`src/rtl/sipo_deserializer.sv`:
```
// -----------------------------------------------------------------------------
// sipo_deserializer
//
// Purpose:
//   Rebuilds parallel words from a serial bit stream produced by an upstream
//   parallel-to-serial stage. A word starts on the cycle where sync is high
//   (that cycle's sin is bit 0). Each following cycle supplies one more bit.
//   When the last bit arrives, the word is published on q together with a
//   one-cycle valid pulse. If sync is seen again before a word is complete,
//   the partial word is thrown away. This raises a one-cycle err pulse and
//   bumps a saturating abort counter. The new sync still starts a fresh word.
//
// Parameters:
//   WIDTH     - bits per word, 2..16
//   MSB_FIRST - 1: first serial bit lands in q[WIDTH-1]; 0: lands in q[0]
//
// Ports:
//   clk      in   rising-edge clock for all state
//   rst      in   synchronous, active-high reset
//   sin      in   serial data bit
//   sync     in   marks bit 0 of a new word
//   q        out  last completed word (held between valid pulses)
//   valid    out  one-cycle pulse, q has just been updated
//   err      out  one-cycle pulse, a partial word was aborted by sync
//   err_cnt  out  saturating (at 15) count of aborted words
// -----------------------------------------------------------------------------
module sipo_deserializer #(
  parameter int WIDTH     = 4,
  parameter bit MSB_FIRST = 1'b1
) (
  input  logic             clk,
  input  logic             rst,
  input  logic             sin,
  input  logic             sync,
  output logic [WIDTH-1:0] q,
  output logic             valid,
  output logic             err,
  output logic [3:0]       err_cnt
);

  // Counter wide enough for 0..WIDTH-1.
  localparam int CW = (WIDTH > 2) ? $clog2(WIDTH) : 1;

  localparam logic [0:0]    ST_IDLE  = 1'b0;
  localparam logic [0:0]    ST_SHIFT = 1'b1;
  localparam logic [CW-1:0] CNT_ZERO = {CW{1'b0}};
  localparam logic [CW-1:0] CNT_ONE  = CW'(1);
  localparam logic [CW-1:0] CNT_LAST = CW'(WIDTH - 1);
  localparam logic [3:0]    ERR_MAX  = 4'hF;

  logic [0:0]       state_q,   state_d;
  logic [CW-1:0]    cnt_q,     cnt_d;
  logic [WIDTH-1:0] sr_q,      sr_d;
  logic [WIDTH-1:0] word_q,    word_d;
  logic             valid_q,   valid_d;
  logic             err_q,     err_d;
  logic [3:0]       err_cnt_q, err_cnt_d;

  // Places serial bit number pos into its lane of the word. The lane depends
  // on the bit order: MSB-first puts bit 0 at the top of the word.
  function automatic logic [WIDTH-1:0] insert_bit(
    input logic [WIDTH-1:0] word,
    input logic [CW-1:0]    pos,
    input logic             b
  );
    logic [WIDTH-1:0] r;
    int               lane;
    r    = word;
    lane = MSB_FIRST ? (WIDTH - 1 - int'(pos)) : int'(pos);
    for (int i = 0; i < WIDTH; i++) begin
      if (i == lane) begin
        r[i] = b;
      end else begin
        r[i] = word[i];
      end
    end
    return r;
  endfunction

  // Saturating increment of the abort counter.
  function automatic logic [3:0] sat_inc(input logic [3:0] v);
    if (v == ERR_MAX) begin
      return ERR_MAX;
    end else begin
      return v + 4'd1;
    end
  endfunction

  // Next-state logic: word assembly, completion and abort handling.
  always_comb begin
    state_d   = state_q;
    cnt_d     = cnt_q;
    sr_d      = sr_q;
    word_d    = word_q;
    valid_d   = 1'b0;
    err_d     = 1'b0;
    err_cnt_d = err_cnt_q;

    case (state_q)
      ST_IDLE: begin
        if (sync) begin
          sr_d    = insert_bit(sr_q, CNT_ZERO, sin);
          cnt_d   = CNT_ONE;
          state_d = ST_SHIFT;
        end else begin
          // Line is idle between words; sin carries nothing useful here.
          state_d = ST_IDLE;
        end
      end

      ST_SHIFT: begin
        if (sync) begin
          // Early sync wins over completion, even on the would-be last bit:
          // the partial word is dropped and the new word starts at bit 0.
          sr_d      = insert_bit(sr_q, CNT_ZERO, sin);
          cnt_d     = CNT_ONE;
          err_d     = 1'b1;
          err_cnt_d = sat_inc(err_cnt_q);
          state_d   = ST_SHIFT;
        end else if (cnt_q == CNT_LAST) begin
          // Last bit goes straight into the published word. This avoids a
          // cycle of delay and lets the next sync follow with no gap.
          sr_d    = insert_bit(sr_q, cnt_q, sin);
          word_d  = insert_bit(sr_q, cnt_q, sin);
          valid_d = 1'b1;
          cnt_d   = CNT_ZERO;
          state_d = ST_IDLE;
        end else begin
          sr_d    = insert_bit(sr_q, cnt_q, sin);
          cnt_d   = cnt_q + CNT_ONE;
          state_d = ST_SHIFT;
        end
      end

      default: begin
        state_d = ST_IDLE;
        cnt_d   = CNT_ZERO;
      end
    endcase
  end

  // State registers with synchronous reset; reset drops any partial word silently.
  always_ff @(posedge clk) begin
    if (rst) begin
      state_q   <= ST_IDLE;
      cnt_q     <= CNT_ZERO;
      sr_q      <= {WIDTH{1'b0}};
      word_q    <= {WIDTH{1'b0}};
      valid_q   <= 1'b0;
      err_q     <= 1'b0;
      err_cnt_q <= 4'd0;
    end else begin
      state_q   <= state_d;
      cnt_q     <= cnt_d;
      sr_q      <= sr_d;
      word_q    <= word_d;
      valid_q   <= valid_d;
      err_q     <= err_d;
      err_cnt_q <= err_cnt_d;
    end
  end

  assign q       = word_q;
  assign valid   = valid_q;
  assign err     = err_q;
  assign err_cnt = err_cnt_q;

endmodule
```
`config.mk`:
```
export PLATFORM = sky130hd
export DESIGN_NAME = sipo_deserializer
export DESIGN_NICKNAME = d
export VERILOG_FILES = /design/src/rtl/sipo_deserializer.sv
export SDC_FILE = /design/constraint.sdc
export NUM_CORES = 1
export LEC_CHECK = 0
export ABC_CLOCK_PERIOD_IN_PS = 1700
export BUFFER_PORTS_ARGS = -buffer_cell sky130_fd_sc_hd__buf_2
export CORE_MARGIN = 2
export CORE_UTILIZATION = 35
export DETAILED_ROUTE_END_ITERATION = 12
export SLEW_MARGIN = 20
export SYNTH_ARGS = -nofsm -noshare
export SYNTH_HDL_FRONTEND = slang
export SYNTH_SLANG_ARGS = --single-unit
```
`constraint.sdc`:
```
create_clock -name clk -period 1.7 [get_ports clk]
set_input_delay 0.34 -clock clk [delete_from_list [all_inputs] [get_ports clk]]
set_output_delay 0.34 -clock clk [all_outputs]
set_load 0.01 [all_outputs]
```
After elaboration in Yosys (flattened, before gate mapping)
Cells that the tools add are included.
Widths: inputs -> output; s select.
- reductions and logical operators: 6
- bitwise gates (word level): 2
- equality and inequality tests: 7
- mux-type cells: 17
- $add $sub $neg: 3
- operators by type and width (kind ; number):
    $logic_not 32->1 ; 1
    $mux 4 ; 3
    $mux 1 ; 8
    $pmux 4 s2 ; 1
    $eq 3x3->1 const A ; 2
    $mux 2 ; 3
    $add 4x1->4 const B ; 1
    $eq 4x4->1 const B ; 1
    $ne 2x2->1 const B ; 2
    $pmux 2 s2 ; 1
    $reduce_and 2->1 ; 2
    $eq 2x3->1 const A ; 1
    $reduce_and 3->1 ; 1
    $reduce_or 3->1 ; 1
    $sub 2x2->3 const A ; 1
    $add 2x1->2 const B ; 1
    $eq 2x2->1 const B ; 1
    $not 1->1 ; 2
    $pmux 1 s2 ; 1
    $reduce_or 2->1 ; 1
- word-level logic and storage cells: 43
- bits in registers: 17
- input bits: 4
- output and inout bits: 10

Logic depth before layout (Yosys ltp)
Gate-level depths: netlist of the first run.
- depth after elaboration: 5
- depth in mapped cells: 5
- depth with buffers taken out: 5

Least setup slack after synthesis of the first run
Ideal clock, no wire load.
- kind: flip-flop to flip-flop
- start point: register cnt_q[0]
- end point: register sr_q[3]
- buffers on the path: 0
- arrival: 1063 ps
- period minus slack after synthesis: 1190 ps
- data required time: 1574 ps
- stages on the path, launching flop included: 6
- setup slack: 510 ps
- library setup time: 126 ps
- path through: dfxtp_1 inv_1 ha_1 a21oi_1 mux2i_1 nor2_1
- cells in the longest elaborated chain, start to end: 5
- ends and longest elaborated chain (what ; line ; RTL):
    from (decl) ; 52 ; logic [CW-1:0] cnt_q, cnt_d;
    from (signal assigned) ; 154 ; cnt_q <= cnt_d;
    $sub 2x2->3 ; 69 ; lane = MSB_FIRST ? (WIDTH - 1 - int'(pos)) : int'(pos);
    $eq 3x3->1 ; 71 ; if (i == lane) begin
    $mux 1 ; n/a ;
    $mux 4 ; 112 ; if (sync) begin
    $pmux 4 s2 ; 99 ; case (state_q)
    to (signal assigned) ; 147 ; sr_q <= {WIDTH{1'b0}};
    to (signal assigned) ; 155 ; sr_q <= sr_d;
    to (decl) ; 53 ; logic [WIDTH-1:0] sr_q, sr_d;
Every way passes these cells. The select of a mux whose other input is x is not followed.
A chain may end at the register's enable or synchronous reset.

Worst setup path after layout of the first run
- start point: register cnt_q[0]
- end point: register word_q[2] (netlist: q[2])
- cells in the longest elaborated chain, start to end: 3
- elaborated cells on any way between the ends: 5
- classes of those cells: add/sub (1); eq/ne (2); mux (1); reduce/logical (1)
- ends and longest elaborated chain (what ; line ; RTL):
    $sub 2x2->3 ; 69 ;
    $eq 3x3->1 ; 71 ;
    $mux 1 ; n/a ;
    to (signal assigned) ; 148 ; word_q <= {WIDTH{1'b0}};
    to (signal assigned) ; 156 ; word_q <= word_d;
    to (decl) ; 54 ; logic [WIDTH-1:0] word_q, word_d;
Parallel ways exist; a longest one is shown, timed or not.

==> metrics, run 1 <==
post-synthesis net count=88; via count=588; Min-Delay Path Depth=2; io pins=14; Initial Utilization=38.1%; clk slew on worst S/H paths=90 ps; fin nets=102; fmax=0.746 GHz; core region area=2020 sq um; post-DP HPWL=1040 um; Post-Syn Area=769 sq um; largest net degree at the start of global routing=17; post-synth top area share=41.6%; VDD IR max=404 uV; Port Buf Inserts=13; fin worst setup slack=360 ps; antenna violations before repair=0; Yosys reg bits=16; R2R depth=4; post_cts resized=0; syn_area_per_cell=9.87 sq um; number of synthesized flops with an enable pin=0; Crit. End Element=flop; Total GRT Usage=12.8%; Synth-to-Final Area Change=11.2%; crit-path max cell delay=430 ps; RSZ-0062 raised after global routing=no; Area contributors post-synth=dfxtp_1, ha_1, mux2i_1; critical-path cell list=ha_1 > and3b_1 > nor2_2 > a211oi_2; die area=2590 sq um; Tmin final=1340 ps; pre-CTS setup slack=380 ps; Max FO, Critical Path=7; Final ANT Viol Nets=0; WS Path Type=reg2reg; drt via density=5.03; number of global-route vias before repair=584; CTS max path bufs=2; most frequent cell after synthesis=dfxtp_1; Avg WL per Cell=12.0 um; # setup viols final=0; clk_skew=3.06 ps; antenna cell count=0; sequential area share after synthesis=41.6%; Post-synth top flop=dfxtp_1; Hold EP=cnt_q[1]$_SDFFE_PP0P_; Pre-antenna DRT Iters=2; run status=finished clean; gpl congestion=0.749; first-pass GRT wire length=2460 um; Slew @ Worst Pin=355 ps; Die W=50.9 um; P_leak=0.385 nW; Req. time, crit path=1900 ps; worst r2r dst=q[2]$_SDFFE_PP0P_; period utilisation layout=78.8%; Max Cap Violations=0; Residual DRC=0; Worst-Skew Late Latency=280 ps; share of layout cells above drive strength 1=26.7%; root buf cell=clkbuf_4; Synth top cells by count=dfxtp_1, nor2_1, mux2i_1, ha_1; clk sinks=16; power per cell area=771 nW/um^2; initial DRC count=19; final hold viol count=0; CTS Buf Count=3; Yosys cell types=24; Die Y=50.9 um; Slew Viols, Final=0; setup bufs post-CTS=0; gr ovfl total=0; critical hold path startpoint=sync; Yosys warnings=0; Yosys top cell by area=dfxtp_1; Worst path slowest cell=dfxtp_1; worst path arrival time=1540 ps; Reg2Reg Setup Slack=360 ps; CTS tree=yes; row cnt=16; Hold WC Path Type=in2reg; setup tns final=0 ps; Filler cells=221; Synth Instances=78; H-tree lvl count=1; Hold Buf Count CTS=0; ys async rst share=0%; Worst setup SP type=flop; worst r2r src=cnt_q[0]$_SDFFE_PP0P_; total wire length=1400 um; Slew HR=76.3%
[flip-flops by register name (all words and copies together) (netlist names)]
register / cells
cnt_q: 2
err: 1
state_q: 1
q: 4
err_cnt: 4
sr_q: 3
valid: 1
[cells by family (layout without fill, tap and decap cells)]
kind of cell | Yosys count | in the layout | share of synthesized area, %
AND/OR/NAND/NOR | 28 | 28 | 19.3
flip-flops | 16 | 16 | 41.6
AO/OA/AOI/OAI | 13 | 13 | 13.2
buffers and inverters | 8 | 20 | 6.99
multiplexers | 7 | 7 | 9.11
adder cells (fa/ha/maj) | 6 | 6 | 9.76
[power by group]
group / internal [mW] / total (mW) / switching (mW)
clock: 0.0820 / 0.192 / 0.110
sequential: 0.386 / 0.398 / 0.0124
combinational: 0.0305 / 0.0693 / 0.0388
total: 0.498 / 0.659 / 0.161
[routing by layer]
metal	vias to the layer above	wire, um	global-route usage, %
li1	296	-	-
met1	284	622	14.2
met2	6	716	22.8
met3	2	45	3.51
met4	0	14	5.41
met5	-	0	0
[layout make-up]
type                       instances  area [sq um]  share of cell area (%)
multi-input combinational         54           395                    46.2
sequential                        16           320                    37.4
timing repair buffer              14          72.6                    8.48
tap                               27          33.8                    3.95
clock buffer                       3          22.5                    2.63
inverter                           3          11.3                    1.32
[stage by stage]
stage,utilization (%),area [sq um],hold slack (ps),power [mW],instances
5_1_grt,42.3,856,361,0.701,117
6_report,42.3,856,364,0.659,117
3_5_place_dp,41.2,833,467,0.477,114
2_1_floorplan,-,769,463,0.461,78
4_1_cts,42.3,856,353,0.668,117
3_3_place_gp,41.2,833,461,0.476,114
[cells in the final DEF, fill, tap and decap left out]
cell      synthesis  layout
a41oi_1           1       1
o21ai_0           1       1
and2_4            1       1
a21oi_1           4       4
nand2_1           4       4
nor2_2            3       3
nand3_1           1       1
a311oi_1          1       1
nand3b_1          3       3
ha_1              6       6
buf_4             0       1
and3b_1           1       1
clkbuf_4          0       3
buf_2             1      13
a211oi_1          2       2
nor2_1            9       9
mux2i_1           7       7
dfxtp_1          16      16
a211oi_2          3       3
and4b_1           1       1
nor3_1            4       4
nor2b_1           1       1
a31oi_1           1       1
inv_1             3       3
[worst max path at each step]
| stage | from | end | depth (start not counted) |
|---|---|---|---|
| floorplan | cnt_q[0]$_SDFFE_PP0P_ | sr_q[3]$_SDFFE_PP0P_ | 5 |
| global placement | cnt_q[0]$_SDFFE_PP0P_ | q[3]$_SDFFE_PP0P_ | 4 |
| detailed placement | cnt_q[0]$_SDFFE_PP0P_ | q[2]$_SDFFE_PP0P_ | 4 |
| CTS | cnt_q[0]$_SDFFE_PP0P_ | q[2]$_SDFFE_PP0P_ | 4 |
| global route | cnt_q[0]$_SDFFE_PP0P_ | q[3]$_SDFFE_PP0P_ | 4 |
| finish | cnt_q[0]$_SDFFE_PP0P_ | q[2]$_SDFFE_PP0P_ | 4 |
[critical path, delay by kind of cell, from the launching register on]
kind,cells,cell delay (ps)
adders and majority gates,1,200
DFF,1,430
AOI/OAI and AO/OA,1,190
and+or+nand+nor,2,440
Note: power is estimated with default switching activity, not from simulation.
==> run 2: changes to the inputs <==
- ABC_CLOCK_PERIOD_IN_PS: 1700 -> 1320
- clock period: 1.7 -> 1.32 ns (I/O delays scaled with it)
==> run 2 against run 1 <==
Against the previous run:
- sequential power grew 29%
- flip-flop and latch count is the same
- sequential share of layout area shrank 1.1 points
- worst setup slack lost 230 ps
- first-iteration DRC count shrank 74%
- largest cell class unchanged
- clock skew grew 4.7 ps
- die area is the same
==> metrics, run 2 (synthesized netlist as in run 1, its figures left out) <==
dpl cells=116 (+1.8%); largest net degree at the start of global routing=17 (unchanged); core region area=2020 sq um (unchanged); Worst path slowest cell=dfxtp_1; final instance area=886 sq um (+3.5%); Worst-Skew Late Latency=290 ps (about the same); Die Y=50.9 um (unchanged); critical path buffer and inverter count=1 (+1); Pre-antenna DRT Iters=4 (+2); CTS max path bufs=2 (unchanged); Reg2Reg Setup Slack=130 ps (-230 ps); antenna violations before repair=0 (unchanged); clk slew on worst S/H paths=100 ps (about the same); Synth-to-Final Area Change=15.1%; RSZ-0062 raised after global routing=no; Slew @ Worst Pin=318 ps (-37.3 ps); Req. time, crit path=1500 ps (-400 ps); gr ovfl total=0 (unchanged); run status=finished clean; first-pass GRT wire length=2290 um (-7.0%); Port Buf Inserts=13 (unchanged); Worst setup SP type=flop; leading cell type in the layout, fill and taps excluded=dfxtp_1; root buf cell=clkbuf_4; worst r2r src=cnt_q[0]$_SDFFE_PP0P_; CP startpoint=cnt_q[0]$_SDFFE_PP0P_; initial DRC count=5 (-14); Final ANT Viol Nets=0 (unchanged); fin nets=104 (+2.0%); gpl congestion=0.794 (+6.0%); fmax=0.837 GHz (+12%); clk_skew=7.73 ps (+4.68 ps); P_leak=0.403 nW (+4.7%); final hold viol count=0 (unchanged); Residual DRC=0 (unchanged); via count=599 (+1.9%); # setup viols final=0 (unchanged); Tot Pwr=0.936 mW (+42%); setup tns final=0 ps (unchanged); VDD IR max=540 uV (+34%); number of global-route vias before repair=552 (-5.5%); row cnt=16 (unchanged); critical-path cell list=inv_1 > ha_1 > a21oi_1 > mux2i_1 > nor2_1; CTS Buf Count=3 (unchanged); Max FO, Critical Path=3 (-4); share of layout cells above drive strength 1=30.1% (+3.4 points); Hold Buf Count CTS=0 (unchanged); Min-Delay Path Depth=2 (unchanged); R2R depth=5 (+1); clk sinks=16 (unchanged); Max Cap Violations=0 (unchanged); power per cell area=1060 nW/um^2 (+37%); antenna cell count=0 (unchanged); Hold WC Path Type=in2reg; Avg WL per Cell=11.4 um (-5.1%); critical hold path startpoint=sync; die area=2590 sq um (unchanged); post-DP HPWL=987 um (-4.9%); Tmin final=1190 ps (-145 ps); total wire length=1360 um (-2.6%); crit-path max cell delay=380 ps (-50 ps); worst r2r dst=sr_q[3]$_SDFFE_PP0P_; Slew Viols, Final=0 (unchanged); Total GRT Usage=11.8% (-0.98 points); Initial Utilization=38.1% (unchanged); worst path arrival time=1370 ps (-170 ps); Slew HR=78.8% (+2.5 points); H-tree lvl count=1 (unchanged); period utilisation layout=90.5% (+12 points); Hold EP=cnt_q[1]$_SDFFE_PP0P_; drt via density=4.99 (-0.68%); commonest non-fill, non-tap cells in the layout=dfxtp_1, buf_2, nor2_1, mux2i_1, ha_1; Worst Hold Slack=271 ps (-92.3 ps); CTS tree=yes; Crit. End Element=flop; Die W=50.9 um (unchanged); Top delay family on crit path=flip-flops; Cell Area, Placed=848 sq um (+1.8%); WS Path Type=reg2reg; io pins=14 (unchanged); Filler cells=216 (-2.3%); fin cells=120 (+2.6%)
## run 2: changes by cell type in the layout (fill, tap and decap cells not counted)
cell	previous run	this run
clkbuf_8	0	1
buf_4	1	3
dfxtp_1	16	15
dfxtp_2	0	1
## run 2: layout make-up
cell class                      count  area (sq um)  share of cell area, %
Multi-Input combinational cell     54           395                   44.6
Sequential cell                    16           322                   36.3
Timing Repair Buffer               16          87.6                   9.89
Inverter                            3          11.3                   1.27
Tap cell                           27          33.8                   3.81
Clock buffer                        4          36.3                   4.10
## run 2: layer usage
metal / vias to the layer above / wire (um) / part of all wire [%] / GRT usage [%]
met5: - / 0 / 0 / 0
met4: 0 / 12 / 0.88 / 5.41
met3: 2 / 70 / 5.1 / 2.63
met2: 10 / 672 / 49 / 21.5
met1: 285 / 607 / 45 / 12.9
li1: 302 / - / - / -
## run 2: worst reg2reg max path: cells and delay by family, from the launching register on
| kind | cells | cell delay, ps |
|---|---|---|
| buf+inv | 1 | 80 |
| compound gates | 1 | 170 |
| mux | 1 | 200 |
| fa+ha+maj | 1 | 220 |
| simple gates | 1 | 50 |
| flops | 1 | 380 |
## run 2: metrics by stage
stage                     util, %  setup WS, ps
after global placement       42.0           125
after floorplan                 -           130
after detailed placement     42.0          83.7
after CTS                    43.8          74.3
after global routing         43.8          34.0
final                        43.8           125
## run 2: what timing repair did
action	4_1_cts	5_1_grt
gates resized for setup	0	1
endpoints found under the hold margin	0	0
endpoints found under the setup margin	0	2
buffers inserted	0	0
## run 2: how the worst max path moves through the flow
stage                            to  slack (ps)  cells past startpoint
2_1_floorplan  sr_q[3]$_SDFFE_PP0P_         130                      5
3_3_place_gp   sr_q[3]$_SDFFE_PP0P_         130                      5
3_5_place_dp   sr_q[3]$_SDFFE_PP0P_          80                      5
4_1_cts        sr_q[3]$_SDFFE_PP0P_          70                      5
5_1_grt        sr_q[3]$_SDFFE_PP0P_          30                      5
6_report       sr_q[3]$_SDFFE_PP0P_         130                      5
## run 2: power breakdown
part           leakage (nW)  internal, mW  switching, mW
clock                0.0210         0.168          0.161
sequential            0.131         0.497         0.0150
combinational         0.251        0.0426         0.0530
==> run 3: changes to the inputs <==
- RECOVER_POWER: not set -> 100
==> run 3 against run 2 <==
Against the previous run:
- clock-buffer cell count unchanged
- clock power about the same
- global-route usage stayed put
- critical path type unchanged
==> metrics, run 3 (synthesized netlist as in run 1, its figures left out) <==
gpl congestion=0.794 (unchanged); Total GRT Usage=11.8% (unchanged); root buf cell=clkbuf_4; Cell Area, Placed=848 sq um (unchanged); Slew @ Worst Pin=308 ps (-9.97 ps); # setup viols final=0 (unchanged); Crit. End Element=flop; R2R depth=4 (-1); post-DP HPWL=987 um (unchanged); Slew Viols, Final=0 (unchanged); commonest non-fill, non-tap cells in the layout=dfxtp_1, clkbuf_1, nor2_1, mux2i_1, ha_1; leading cell type in the layout, fill and taps excluded=dfxtp_1; Pre-antenna DRT Iters=4 (unchanged); Tot Pwr=0.929 mW (-0.72%); CTS Buf Count=3 (unchanged); WS Path Type=reg2reg; io pins=14 (unchanged); Worst-Skew Late Latency=280 ps (about the same); antenna violations before repair=0 (unchanged); Synth-to-Final Area Change=12.0%; Residual DRC=0 (unchanged); final instance area=862 sq um (-2.7%); drt via density=4.94 (-1.0%); Reg2Reg Setup Slack=110 ps (about the same); initial DRC count=9 (+4); VDD IR max=542 uV (+0.37%); Avg WL per Cell=11.3 um (-0.15%); Port Buf Inserts=13 (unchanged); worst path arrival time=1380 ps (about the same); RSZ-0062 raised after global routing=no; largest net degree at the start of global routing=17 (unchanged); first-pass GRT wire length=2290 um (unchanged); setup tns final=0 ps (unchanged); fmax=0.827 GHz (-1.2%); Die W=50.9 um (unchanged); clk slew on worst S/H paths=100 ps (about the same); Tmin final=1210 ps (+14.5 ps); antenna cell count=0 (unchanged); worst r2r src=cnt_q[0]$_SDFFE_PP0P_; Slew HR=79.5% (+0.66 points); Hold Buf Count CTS=0 (unchanged); P_leak=0.353 nW (-12%); final hold viol count=0 (unchanged); Worst Hold Slack=265 ps (-6.43 ps); share of layout cells above drive strength 1=16.1% (-14 points); Final ANT Viol Nets=0 (unchanged); CTS max path bufs=2 (unchanged); via count=593 (-1.0%); H-tree lvl count=1 (unchanged); Filler cells=223 (+3.2%); gr ovfl total=0 (unchanged); Hold EP=cnt_q[1]$_SDFFE_PP0P_; run status=finished clean; period utilisation layout=91.6% (+1.1 points); fin nets=104 (unchanged); Worst setup SP type=flop; row cnt=16 (unchanged); Hold WC Path Type=in2reg; CTS tree=yes; core region area=2020 sq um (unchanged); clk_skew=6.32 ps (-1.41 ps); clk sinks=16 (unchanged); number of global-route vias before repair=552 (unchanged); Initial Utilization=38.1% (unchanged); Die Y=50.9 um (unchanged); power per cell area=1080 nW/um^2 (+2.0%); Max FO, Critical Path=4 (+1); Min-Delay Path Depth=2 (unchanged); total wire length=1360 um (-0.15%); die area=2590 sq um (unchanged); worst r2r dst=q[2]$_SDFFE_PP0P_; critical hold path startpoint=sync; Req. time, crit path=1490 ps (about the same); Max Cap Violations=0 (unchanged)
-- run 3: critical path, stage by stage (launching register included) --
cell and delay, ps:
dfxtp_1 370, clkbuf_1 200, ha_1 210, mux2i_1 230, a211oi_2 90
-- run 3: area by class of cell --
type	count	area [sq um]	share of cell area, %
inverters	3	11.3	1.31
well taps	27	33.8	3.92
multi-input cells	54	388	45.0
flip-flops and latches	16	322	37.3
clock buffers	4	36.3	4.21
repair buffers	16	71.3	8.27
-- run 3: per-stage QoR --
stage / cells / setup WS [ps] / util, %
after detailed placement: 116 / 83.7 / 42.0
after floorplan: 78 / 130 / -
after global routing: 120 / 17.8 / 42.6
after CTS: 120 / 74.3 / 43.8
final: 120 / 111 / 42.6
after global placement: 116 / 125 / 42.0
-- run 3: metal layers --
layer | share of wire [%] | vias to the layer above | GRT usage (%)
li1 | - | 302 | -
met1 | 45 | 281 | 12.9
met2 | 49 | 8 | 21.5
met3 | 4.5 | 2 | 2.63
met4 | 0.88 | 0 | 5.41
met5 | 0 | - | 0
-- run 3: worst max-delay path by stage --
stage | start | to | slack, ps | cells past startpoint
2_1_floorplan | cnt_q[0]$_SDFFE_PP0P_ | sr_q[3]$_SDFFE_PP0P_ | 130 | 5
3_3_place_gp | cnt_q[1]$_SDFFE_PP0P_ | sr_q[3]$_SDFFE_PP0P_ | 130 | 5
3_5_place_dp | cnt_q[1]$_SDFFE_PP0P_ | sr_q[3]$_SDFFE_PP0P_ | 80 | 5
4_1_cts | cnt_q[1]$_SDFFE_PP0P_ | sr_q[3]$_SDFFE_PP0P_ | 70 | 5
5_1_grt | cnt_q[1]$_SDFFE_PP0P_ | q[1]$_SDFFE_PP0P_ | 20 | 5
6_report | cnt_q[0]$_SDFFE_PP0P_ | q[2]$_SDFFE_PP0P_ | 110 | 4
-- run 3: power by group --
| part | internal (mW) | switching (mW) | leakage, nW | total (mW) |
|---|---|---|---|---|
| combinational | 0.0378 | 0.0526 | 0.201 | 0.0904 |
| clock | 0.168 | 0.159 | 0.0210 | 0.327 |
| sequential | 0.497 | 0.0149 | 0.131 | 0.512 |
| total | 0.703 | 0.227 | 0.353 | 0.929 |
-- run 3: timing repair --
item,in CTS,in global routing
hold endpoints to repair,0,0
setup endpoints to repair,0,2
gates resized for setup,0,1
buffers inserted,0,0
